File: src/rtl/vga_bar_sequencer.sv
// -----------------------------------------------------------------------------
// vga_bar_sequencer
//
// Per-frame motion controller for the horizontal colour bars. On each enabled
// new-frame tick it walks the bars one per clock, moving each bar's signed
// vertical offset (relative to the active-area midpoint) by the latched step
// size. A bar reverses direction when it reaches a limit. The whole set of
// offsets is then published on a single edge, so the colour stage never sees
// a mix of old and new positions.
//
// Bar k only starts moving once the committed-frame counter has reached
// k*PHASE_SPACING, which staggers the bars in time.
//
// Ports:
//   i_Clk         pixel clock
//   i_Reset       synchronous, active-high reset
//   i_NewFrame    single-cycle pulse at frame start
//   i_Enable      1 = run, 0 = pause (sampled with i_NewFrame)
//   i_StepSize    pixels moved per frame, unsigned 0..15
//   o_BarPos      packed signed 9-bit offsets, bar k at [9k+8:9k]
//   o_Busy        high while a sequence is in progress (UPDATE/COMMIT)
//   o_UpdateDone  one-cycle pulse when the new offsets are visible
//   o_FrameCount  count of committed sequences (wraps at 16 bits)
//   o_Overrun     sticky: a new-frame tick arrived while busy
// -----------------------------------------------------------------------------
module vga_bar_sequencer #(
  parameter int NUM_BARS      = 3,
  parameter int POS_MIN       = -225,
  parameter int POS_MAX       = 225,
  parameter int PHASE_SPACING = 15
) (
  input  logic                  i_Clk,
  input  logic                  i_Reset,
  input  logic                  i_NewFrame,
  input  logic                  i_Enable,
  input  logic [3:0]            i_StepSize,
  output logic [9*NUM_BARS-1:0] o_BarPos,
  output logic                  o_Busy,
  output logic                  o_UpdateDone,
  output logic [15:0]           o_FrameCount,
  output logic                  o_Overrun
);

  localparam int IDX_W = (NUM_BARS > 1) ? $clog2(NUM_BARS) : 1;

  localparam logic signed [10:0] POS_MAX_W = 11'(POS_MAX);
  localparam logic signed [10:0] POS_MIN_W = 11'(POS_MIN);
  localparam logic signed [8:0]  POS_MAX_P = 9'(POS_MAX);
  localparam logic signed [8:0]  POS_MIN_P = 9'(POS_MIN);
  localparam logic [IDX_W-1:0]   LAST_IDX  = IDX_W'(NUM_BARS - 1);

  typedef enum logic [1:0] {
    S_IDLE,
    S_UPDATE,
    S_COMMIT
  } state_e;

  state_e                 state_q, state_d;
  logic [IDX_W-1:0]       idx_q, idx_d;
  logic [3:0]             step_q, step_d;
  logic signed [8:0]      pos_q [NUM_BARS];
  logic signed [8:0]      pos_d [NUM_BARS];
  // Direction bit per bar: 1 = +1 (downward), 0 = -1 (upward).
  logic [NUM_BARS-1:0]    dir_q, dir_d;
  logic [NUM_BARS-1:0]    started_q, started_d;
  logic [9*NUM_BARS-1:0]  bar_pos_q, bar_pos_d;
  logic                   busy_q, busy_d;
  logic                   done_q, done_d;
  logic                   overrun_q, overrun_d;
  logic [15:0]            frame_count_q, frame_count_d;

  // Selected-bar datapath (one bar processed per UPDATE cycle).
  logic signed [8:0]      cur_pos;
  logic                   cur_dir;
  logic                   cur_started;
  logic [16:0]            start_thresh;
  logic                   bar_go;
  logic signed [10:0]     pos_ext;
  logic signed [10:0]     step_ext;
  logic signed [10:0]     next_pos;
  logic signed [8:0]      upd_pos;
  logic                   upd_dir;

  // ---------------------------------------------------------------------------
  // Bar select and bounce arithmetic
  // ---------------------------------------------------------------------------
  // NOTE: every signal written in an always_comb block gets a default at the
  // top, so no path leaves it unassigned and no latch is inferred.
  always_comb begin
    cur_pos      = '0;
    cur_dir      = 1'b1;
    cur_started  = 1'b0;
    start_thresh = '0;
    for (int k = 0; k < NUM_BARS; k++) begin
      if (idx_q == IDX_W'(k)) begin
        cur_pos      = pos_q[k];
        cur_dir      = dir_q[k];
        cur_started  = started_q[k];
        start_thresh = 17'(k * PHASE_SPACING);
      end
    end

    // 17-bit compare so k*PHASE_SPACING above 65535 cannot alias.
    bar_go = cur_started || ({1'b0, frame_count_q} >= start_thresh);

    pos_ext  = 11'(cur_pos);
    step_ext = {7'b0, step_q};
    next_pos = cur_dir ? (pos_ext + step_ext) : (pos_ext - step_ext);

    // A zero step never moves a bar, so it must not flip direction either,
    // even when the bar already sits on a limit.
    upd_pos = next_pos[8:0];
    upd_dir = cur_dir;
    if (step_q != 4'd0) begin
      if (cur_dir && (next_pos >= POS_MAX_W)) begin
        upd_pos = POS_MAX_P;
        upd_dir = 1'b0;
      end else if (!cur_dir && (next_pos <= POS_MIN_W)) begin
        upd_pos = POS_MIN_P;
        upd_dir = 1'b1;
      end
    end
  end

  // ---------------------------------------------------------------------------
  // Next-state and output logic
  // ---------------------------------------------------------------------------
  always_comb begin
    state_d       = state_q;
    idx_d         = idx_q;
    step_d        = step_q;
    pos_d         = pos_q;
    dir_d         = dir_q;
    started_d     = started_q;
    bar_pos_d     = bar_pos_q;
    done_d        = 1'b0;
    frame_count_d = frame_count_q;
    // Ticks that land while a sequence is running are dropped and flagged.
    overrun_d     = overrun_q | (i_NewFrame & busy_q);

    unique case (state_q)
      S_IDLE: begin
        if (i_NewFrame && i_Enable) begin
          state_d = S_UPDATE;
          idx_d   = '0;
          step_d  = i_StepSize;
        end
      end

      S_UPDATE: begin
        if (bar_go) begin
          for (int k = 0; k < NUM_BARS; k++) begin
            if (idx_q == IDX_W'(k)) begin
              pos_d[k]     = upd_pos;
              dir_d[k]     = upd_dir;
              started_d[k] = 1'b1;
            end
          end
        end

        if (idx_q == LAST_IDX) begin
          // Publish on the edge entering COMMIT, including the last bar's
          // update from this cycle, so done and the new offsets appear
          // together during the COMMIT cycle.
          state_d       = S_COMMIT;
          done_d        = 1'b1;
          frame_count_d = frame_count_q + 16'd1;
          for (int k = 0; k < NUM_BARS; k++) begin
            bar_pos_d[9*k +: 9] = pos_d[k];
          end
        end else begin
          idx_d = idx_q + 1'b1;
        end
      end

      S_COMMIT: begin
        state_d = S_IDLE;
      end

      default: begin
        state_d = S_IDLE;
      end
    endcase

    busy_d = (state_d != S_IDLE);
  end

  // ---------------------------------------------------------------------------
  // State registers
  // ---------------------------------------------------------------------------
  // NOTE: sequential state uses non-blocking assignments so every flop samples
  // the pre-edge values of the others, independent of statement order.
  always_ff @(posedge i_Clk) begin
    if (i_Reset) begin
      state_q       <= S_IDLE;
      idx_q         <= '0;
      step_q        <= '0;
      for (int k = 0; k < NUM_BARS; k++) begin
        pos_q[k] <= '0;
      end
      dir_q         <= '1;
      started_q     <= '0;
      bar_pos_q     <= '0;
      busy_q        <= 1'b0;
      done_q        <= 1'b0;
      overrun_q     <= 1'b0;
      frame_count_q <= '0;
    end else begin
      state_q       <= state_d;
      idx_q         <= idx_d;
      step_q        <= step_d;
      pos_q         <= pos_d;
      dir_q         <= dir_d;
      started_q     <= started_d;
      bar_pos_q     <= bar_pos_d;
      busy_q        <= busy_d;
      done_q        <= done_d;
      overrun_q     <= overrun_d;
      frame_count_q <= frame_count_d;
    end
  end

  assign o_BarPos     = bar_pos_q;
  assign o_Busy       = busy_q;
  assign o_UpdateDone = done_q;
  assign o_FrameCount = frame_count_q;
  assign o_Overrun    = overrun_q;

endmodule

File: config.mk
export PLATFORM = sky130hd
export DESIGN_NAME = vga_bar_sequencer
export DESIGN_NICKNAME = d
export VERILOG_FILES = /design/src/rtl/vga_bar_sequencer.sv
export SDC_FILE = /design/constraint.sdc
export NUM_CORES = 1
export LEC_CHECK = 0
export BUFFER_PORTS_ARGS = -buffer_cell sky130_fd_sc_hd__buf_2
export CAP_MARGIN = 30
export CORE_MARGIN = 5
export CORE_UTILIZATION = 35
export CTS_BUF_LIST = sky130_fd_sc_hd__clkbuf_4
export CTS_CLUSTER_DIAMETER = 80
export DETAILED_ROUTE_END_ITERATION = 7
export SLEW_MARGIN = 5
export SYNTH_ARGS = -nofsm -noshare
export SYNTH_HDL_FRONTEND = slang
export SYNTH_SLANG_ARGS = --single-unit
File: constraint.sdc
create_clock -name i_Clk -period 4.8 [get_ports i_Clk]
set_input_delay 1.2 -clock i_Clk [delete_from_list [all_inputs] [get_ports i_Clk]]
set_output_delay 1.2 -clock i_Clk [all_outputs]
set_load 0.01 [all_outputs]
==> results.ini, run 1 <==
[status]
outcome=finished, final reports clean

[finish]
nFillCells=1416
layout-drive-gt1-share_pct=15.64
nNetsFinal=657
n_antenna_cell=0
final_util_pct=39.98
syn_to_final_growth_pct=12.05

[global_route]
antenna_found_initial=0
grtUsageMet3_pct=3.980
gr-total-overflow=0
gr-usage-all-layers_pct=17.79
grt_max_degree=59
grt_use_met2_pct=30.39
grt_pass1_wl_um=23100
grt.busiest_layer=met2
met1_usage_pct=22.48
grt_pass1_vias=4457

[setup_path]
crit_buf_inv=2
reg2reg_slack_ps=390
r2r-end=pos_q[18]
worstSetupPathType=register to register
worst_setup_path_start_kind=register
end_kind=register
critPathArrivalTime_ps=4710
critPathMaxStageDelay_ps=510
crit_fanout=16
cp_top_family=compound AO/OA/AOI/OAI gates
ff2ff_path_depth=13
cp_slowest_cell=a211oi_1
path_cells=inv_1, ha_1, o31ai_2, buf_4, mux2_2, ha_1, and3_1, a221oi_2, mux2i_1, nor2_1, o2111a_1, a211oi_1, a211oi_1
critPathRequiredTime_ps=5110
r2r-start=idx_q[0]

[route]
drt-vias-per-instance=5.646
wl_per_cell_um=17.60
dr.pass1.iters=5
initialDrtViolationCount=311
ant_nets=0
route.vias.total=4568
drc=0
wirelength_um=14240

[clocking]
cts_root_buf=clkbuf_4
clk_latency_ps=440
cts_max_level=3
holdBufCountCts=0
cts.reportedPaths.clkPinSlew_ps=140
cts_buffer_depth=2
cts_tree=done
post_cts_buffers=0
postCtsResizedCells=0
numCtsBuffers=9
clock_sinks=87

[logic_synthesis]
ys_ff_latch=87
yosysMostFrequentCell=dfxtp_1
synth_cell_types=63
synth-edff-count=0
synth_flop_cell=dfxtp_1
synth_top_area_share_pct=36.85
synth_commonest_cells=dfxtp_1, nor2_1, nand2_1
synth_nets=615
yosysWarnings=0
syn_area_um2=4726
syn_inst=586
synth_top_cell_by_area=dfxtp_1
syn_area_per_cell_um2=8.064
synth_area_leaders=dfxtp_1, nor2_1, o21ai_0
async_reset_ff_share_pct=0
seq_area_frac_synth_pct=36.85

[floorplan]
rows=42
core_um2=13240
ios=54
die_h_um=126.2
die_area_um2=15930
die_x_um=126.2
start_util_pct=35.69

[timing]
grt_setup_unrepaired=no
hold_slack_ps=483.1
worst_pin_slew_ps=911.3
hold_viol=0
fmax_mhz=227.0
final.period_utilization_pct=91.78
fin_worst_skew_ps=14.37
slew_headroom_pct=38.78
setup_viol=0
setup_tns_ps=0
drv_slew=0
min_period_ps=4405

[pwr]
p_per_area_nw_per_um2=246.3
vdd_drop_max_mv=0.2190
leakagePower_nw=2.052
total_power_mw=1.304

[hold_path]
min_path_cells=2
hold_path_class=register to register
hold_path.startpoint=o_Overrun
worstHoldEndpoint=o_Overrun

[job]
cap_violations=0

[placement]
gp_congestion=0.8636
portBuffers=53
dp_hpwl_um=10290

[worst register-to-register path, cell delays in order, from the launching register on]
cell and delay [ps]:
dfxtp_1 400, inv_1 80, ha_1 330, o31ai_2 360, buf_4 260, mux2_2 380, ha_1 370, and3_1 220
a221oi_2 330, mux2i_1 310, nor2_1 130, o2111a_1 450, a211oi_1 510, a211oi_1 140
[cell usage in the layout, fill, tap and decap left out, types with 6 or more instances in the layout]
cell | synthesis | routed
buf_4 | 1 | 11
xnor2_1 | 6 | 6
nand2_1 | 63 | 63
a22oi_1 | 6 | 6
nor4_1 | 6 | 6
nor2_1 | 78 | 77
a211oi_1 | 10 | 10
o32ai_1 | 8 | 8
nand3_1 | 12 | 12
buf_2 | 5 | 53
dfxtp_1 | 87 | 87
xor2_1 | 15 | 15
clkbuf_4 | 0 | 9
o21ai_0 | 52 | 52
a21oi_1 | 35 | 35
o211ai_1 | 9 | 9
ha_1 | 20 | 20
nor3_1 | 18 | 18
inv_1 | 15 | 15
a31oi_1 | 9 | 9
nand4_1 | 13 | 13
[through the flow]
stage | std cells | worst slack (ps) | area (um^2)
after global placement | 791 | 585.0 | 5144
after floorplan | 586 | 552.2 | 4726
after detailed placement | 792 | 481.4 | 5171
final | 809 | 394.7 | 5295
after global routing | 809 | 65.37 | 5295
after CTS | 808 | 436.3 | 5288
[layer usage]
| metal | vias up | wire, um |
|---|---|---|
| met5 | - | 0 |
| met1 | 2181 | 6164 |
| li1 | 2209 | - |
| met2 | 155 | 6953 |
| met3 | 23 | 815 |
| met4 | 0 | 303 |
[flip-flops by register name, summed over array words and instances (netlist names)]
name and cells:
started_q 3, o_Busy 1, o_UpdateDone 1, step_q 4
pos_q 27, state_q 2, o_Overrun 1, idx_q 2
o_BarPos 27, dir_q 3, o_FrameCount 16
[worst max-delay path by stage]
stage	start	endpoint	slack [ps]	cells past startpoint
6_report	idx_q[0]	pos_q[18]	390	13
5_1_grt	idx_q[0]	o_BarPos[20]	70	13
4_1_cts	idx_q[0]	pos_q[9]	440	13
3_5_place_dp	idx_q[0]	pos_q[18]	480	13
3_3_place_gp	idx_q[0]	pos_q[15]	580	14
2_1_floorplan	idx_q[0]	o_BarPos[0]	550	15
[kinds of logic (layout without fill, tap and decap cells)]
group	Yosys count	in the layout	share of synthesized area (%)
and+or+nand+nor	228	228	22.96
AOI/OAI and AO/OA	173	173	24.78
DFF	87	87	36.85
buffers and inverters	49	96	4.263
adders and majority gates	21	21	5.719
xor gates and xnor gates	21	21	3.892
muxes	7	7	1.536
[where the power goes]
part	internal (mW)	switching, mW
Sequential	0.732	0.00820
Clock	0.107	0.263
Combinational	0.0544	0.140
Total	0.893	0.411
[final cells by class]
class	count	area, um^2	share of cell area, %
clock buffers	9	67.56	1.276
clock inverters	7	48.80	0.9215
inverters	15	56.30	1.063
multi-input cells	450	2785	52.60
flip-flops and latches	87	1742	32.89
well taps	176	220.2	4.159
repair buffers	65	375.4	7.089
Note: power is estimated with default switching activity, not from simulation.
==> inputs of run 2 (changes only) <==
- CORE_MARGIN: 5 -> default
- clock period: 4.8 -> 4.2 ns (I/O delays scaled with it)
==> run 2 against run 1 <==
  * Hold slack improved by 4.9 ps
  * Critical path type unchanged
  * Highest routed layer unchanged
  * Combinational power grew 24%
  * Wire length fell by 0.24%
  * First-iteration DRC count rose by 12%
  * Core utilization is 1.7 points higher
  * Largest power group unchanged
  * Critical path depth grew 1
  * Fmax is 9.2% higher
  * Sequential power rose by 14%
  * Die area shrank 12%
  * Clock power increased by 15%
  * Sequential share of layout area is 1.2 points lower
  * Global-route usage grew 2.4 points
==> results.ini, run 2 (same netlist as run 1, synthesis figures left out) <==
[timing]
fin_worst_skew_ps=12.99  ; -1.383 ps
min_period_ps=4033  ; -372.2 ps
drv_slew=0  ; unchanged
timing.final.ws_setup_ps=166.9  ; -227.8 ps
final.period_utilization_pct=96.03  ; +4.2 points
worst_pin_slew_ps=893.0  ; -18.33 ps
slew_headroom_pct=40.01  ; +1.2 points
setup_viol=0  ; unchanged
hold_viol=0  ; unchanged
hold_slack_ps=488.0  ; +4.872 ps
fmax_mhz=248.0  ; +9.2%

[clocking]
numCtsBuffers=9  ; unchanged
cts_max_level=3  ; unchanged
clock_sinks=87  ; unchanged
clk_latency_ps=440  ; about the same
cts_buffer_depth=2  ; unchanged
holdBufCountCts=0  ; unchanged
cts_tree=done
cts.reportedPaths.clkPinSlew_ps=140  ; about the same
cts_root_buf=clkbuf_4

[global_route]
gr-total-overflow=0  ; unchanged
grt_max_degree=60  ; +1.7%
grt_pass1_wl_um=22420  ; -3.0%
antenna_found_initial=0  ; unchanged
grt_pass1_vias=4459  ; +0.045%
gr-usage-all-layers_pct=20.22  ; +2.4 points

[finish]
nNetsFinal=668  ; +1.7%
syn_to_final_growth_pct=16.28
layout_commonest_cell=dfxtp_1
fin_cells=820  ; +1.4%
fin_area_um2=5495  ; +3.8%
layout-drive-gt1-share_pct=19.88  ; +4.2 points
n_antenna_cell=0  ; unchanged
layout_common_cells=dfxtp_1, nor2_1, nand2_1

[status]
outcome=finished, final reports clean

[floorplan]
die_area_um2=13970  ; -12%
rows=42  ; unchanged
start_util_pct=35.83  ; +0.14 points
die_h_um=118.2  ; -6.3%
core_um2=13190  ; -0.40%
die_x_um=118.2  ; -6.3%
ios=54  ; unchanged

[placement]
dp_hpwl_um=9946  ; -3.3%
place_area_um2=5189  ; +0.34%
portBuffers=53  ; unchanged
dp_cells=797  ; +0.63%
gp_congestion=0.8905  ; +3.1%
preCtsSetupSlack_ps=-123.1  ; -604.5 ps

[setup_path]
ff2ff_path_depth=14  ; +1
critPathArrivalTime_ps=4370  ; -340 ps
r2r-start=idx_q[1]
worst_setup_path_start_kind=register
startpoint=idx_q[1]
worstSetupPathType=register to register
crit_fanout=10  ; -6
r2r-end=o_BarPos[0]
endpoint=o_BarPos[0]
reg2reg_slack_ps=170  ; -230 ps
critPathRequiredTime_ps=4530  ; -580 ps
end_kind=register

[pwr]
vdd_drop_max_mv=0.1535  ; -30%
clkPwrFrac_pct=28.2  ; -0.2 points
p_switching_mw=0.4849  ; +18%
leakagePower_nw=2.113  ; +3.0%
seqPwrFrac_pct=55.9  ; -0.8 points
switching_share_pct=32.04  ; +0.55 points
p_per_area_nw_per_um2=275.4  ; +12%
internal_power_mw=1.029  ; +15%
p_comb_share_pct=15.9  ; +1.0 points

[hold_path]
hold_path_class=register to register

[route]
wirelength_um=14200  ; -0.24%
wl_per_cell_um=17.32  ; -1.6%
drt-vias-per-instance=5.657  ; +0.19%
drc=0  ; unchanged
initialDrtViolationCount=349  ; +12%
dr.pass1.iters=5  ; unchanged
ant_nets=0  ; unchanged
route.vias.total=4639  ; +1.6%

[job]
cap_violations=0  ; unchanged

-- run 2: what timing repair did --
action                                  4_1_cts  5_1_grt
endpoints found under the setup margin       34       50
pin swaps                                     0        3
setup buffers                                 0        5
gates resized for setup                       6       26
gates cloned                                  0        1
-- run 2: how the worst min path moves through the flow --
stage | start | slack (ps) | endpoint | depth (start not counted)
after floorplan | started_q[1] | 440 | started_q[1] | 2
after global placement | o_Overrun | 440 | o_Overrun | 2
after detailed placement | o_BarPos[8] | 460 | o_BarPos[8] | 2
after CTS | o_BarPos[8] | 490 | o_BarPos[8] | 2
after global routing | o_BarPos[8] | 520 | o_BarPos[8] | 2
final | o_Overrun | 490 | o_Overrun | 2
-- run 2: power by group through the flow --
stage	combinational, mW	sequential, mW	clock (mW)
after floorplan	0.153	0.862	0
after global placement	0.213	0.863	0
after detailed placement	0.217	0.863	0
after CTS	0.220	0.845	0.437
after global routing	0.262	0.847	0.475
final	0.241	0.846	0.427
-- run 2: metal layers --
layer  track usage (%)  share of wire (%)  up-vias
li1                  -                  -     2243
met1             24.23                 43     2220
met2             34.63                 48      142
met3             3.909                4.4       34
met4             9.615                3.8        0
met5                 0                  0        -
-- run 2: area by class of cell --
type / count / area [um^2]
Clock buffer: 9 / 67.56
Clock inverter: 7 / 46.29
Fill cell: 1371 / 7695
Inverter: 15 / 56.30
Multi-Input combinational cell: 451 / 2925
Sequential cell: 87 / 1742
Tap cell: 176 / 220.2
Timing Repair Buffer: 75 / 437.9
-- run 2: worst max-delay path: stages, from the launching register on --
cell,delay (ps)
dfxtp_1,380
inv_1,70
ha_1,230
nor2b_1,150
o31ai_2,290
buf_6,190
mux2_2,350
ha_1,380
and3_1,240
a221oi_4,310
mux2i_2,310
nor2_2,120
o2111a_2,370
a2111oi_1,400
nor3_1,100
-- run 2: metrics by stage --
stage          setup TNS [ps]  utilization [%]  power (mW)
4_1_cts                     0            40.36       1.503
3_3_place_gp                0            39.34       1.076
5_1_grt                -5.504            41.66       1.584
2_1_floorplan               0                -       1.015
6_report                    0            41.66       1.513
3_5_place_dp           -872.0            39.34       1.080
==> inputs of run 3 (changes only) <==
- ABC_CLOCK_PERIOD_IN_PS: default -> 4270
- clock period: 4.2 -> 4.27 ns (I/O delays scaled with it)
==> run 3 against run 2 <==
  * Hold slack got worse by 7.9 ps
  * Clock power increased by 28%
  * Combinational power decreased by 3%
  * Core utilization is essentially flat
==> results.ini, run 3 (same netlist as run 1, synthesis figures left out) <==
[finish]
layout-drive-gt1-share_pct=19.38  ; -0.50 points
fin_area_um2=5494  ; about the same
fin_cells=821  ; +0.12%
nFillCells=1393  ; +1.6%
nNetsFinal=669  ; +0.15%
syn_to_final_growth_pct=16.26  ; about the same
layout_commonest_cell=dfxtp_1
layout_common_cells=dfxtp_1, nor2_1, nand2_1
final_util_pct=41.65  ; about the same
n_antenna_cell=0  ; unchanged

[status]
outcome=finished, final reports clean

[global_route]
grt_pass1_vias=4475  ; +0.36%
grt_max_degree=36  ; -40%
antenna_found_initial=0  ; unchanged
grt_pass1_wl_um=23430  ; +4.5%
gr-total-overflow=0  ; unchanged
gr-usage-all-layers_pct=21.30  ; +1.1 points

[route]
dr.pass1.iters=5  ; unchanged
drt-vias-per-instance=5.739  ; +1.4%
wl_per_cell_um=18.16  ; +4.8%
route.vias.total=4712  ; +1.6%
initialDrtViolationCount=430  ; +23%
ant_nets=0  ; unchanged
drc=0  ; unchanged
wirelength_um=14910  ; +5.0%

[setup_path]
ff2ff_path_depth=14  ; unchanged
r2r-start=idx_q[0]
crit_fanout=9  ; -1
r2r-end=o_BarPos[9]
startpoint=idx_q[0]
critPathArrivalTime_ps=4440  ; +70 ps
critPathRequiredTime_ps=4600  ; +70 ps
worstSetupPathType=register to register
endpoint=o_BarPos[9]
end_kind=register
reg2reg_slack_ps=170  ; about the same
worst_setup_path_start_kind=register

[timing]
setup_viol=0  ; unchanged
fin_worst_skew_ps=25.81  ; +12.82 ps
worst_pin_slew_ps=916.2  ; +23.21 ps
drv_slew=0  ; unchanged
fmax_mhz=243.8  ; -1.7%
min_period_ps=4102  ; +68.89 ps
hold_viol=0  ; unchanged
setup_tns_ps=0  ; unchanged
slew_headroom_pct=38.45  ; -1.6 points
final.period_utilization_pct=96.06  ; about the same

[floorplan]
core_um2=13190  ; unchanged
die_x_um=118.2  ; unchanged
start_util_pct=35.83  ; unchanged
ios=54  ; unchanged
die_h_um=118.2  ; unchanged
die_area_um2=13970  ; unchanged
rows=42  ; unchanged

[clocking]
cts.reportedPaths.clkPinSlew_ps=140  ; about the same
cts_max_level=3  ; unchanged
holdBufCountCts=0  ; unchanged
cts_tree=done
clk_latency_ps=450  ; about the same
clock_sinks=87  ; unchanged
cts_buffer_depth=2  ; unchanged
cts_root_buf=clkbuf_4
numCtsBuffers=9  ; unchanged

[placement]
place_area_um2=5219  ; +0.58%
portBuffers=53  ; unchanged
dp_hpwl_um=10520  ; +5.7%
dp_cells=801  ; +0.50%
gp_congestion=0.9314  ; +4.6%

[pwr]
leakagePower_nw=2.145  ; +1.5%
total_power_mw=1.610  ; +6.4%
p_per_area_nw_per_um2=293.0  ; +6.4%
vdd_drop_max_mv=0.1683  ; +9.6%

[hold_path]
hold_path_class=register to register
min_path_cells=2  ; unchanged

[job]
cap_violations=0  ; unchanged

[run 3: what timing repair did]
action	CTS	global route
endpoints found under the setup margin	0	49
gates resized for setup	0	20
setup buffers	0	3
[run 3: layout make-up]
cell class | instances | area (um^2) | area share, %
multi-input combinational | 450 | 2859 | 52.04
sequential | 87 | 1744 | 31.75
timing repair buffer | 77 | 449.2 | 8.176
tap | 176 | 220.2 | 4.008
clock buffer | 13 | 97.59 | 1.776
clock inverter | 3 | 67.56 | 1.230
inverter | 15 | 56.30 | 1.025
[run 3: metal layers]
metal  GRT usage [%]  vias up  share of wire, %
met5               0        -                 0
met4           9.535        0               3.2
met3           3.909       32               6.3
met2           35.81      181                48
met1           26.43     2259                43
li1                -     2240                 -
[run 3: critical path, stage by stage (launching register included)]
cell and delay (ps):
dfxtp_2 370, inv_1 70, ha_1 200, nor3b_1 150
o31ai_2 330, mux2_4 360, fa_1 460, a21o_1 230
a221oi_4 310, mux2i_2 360, nor2_4 90, o2111a_1 300
buf_4 180, a2111oi_0 450, nor3_1 130
[run 3: worst min-delay path by stage]
stage / startpoint / to
floorplan: started_q[1] / started_q[1]
global placement: o_Overrun / o_Overrun
detailed placement: o_Overrun / o_Overrun
CTS: pos_q[17] / pos_q[17]
global route: pos_q[17] / pos_q[17]
finish: o_Overrun / o_Overrun
[run 3: stage by stage]
| stage | setup slack (ps) | hold slack, ps |
|---|---|---|
| after floorplan | 22.17 | 440.2 |
| after detailed placement | 27.72 | 458.2 |
| after global routing | -34.65 | 504.6 |
| after CTS | 3.674 | 484.8 |
| after global placement | 171.0 | 441.7 |
| final | 168.0 | 480.1 |
[run 3: power by group]
group,total [mW],internal [mW],switching [mW],leakage (nW)
clock,0.545,0.265,0.281,0.0882
combinational,0.233,0.0664,0.166,1.35
sequential,0.832,0.823,0.00938,0.703
total,1.61,1.15,0.456,2.14
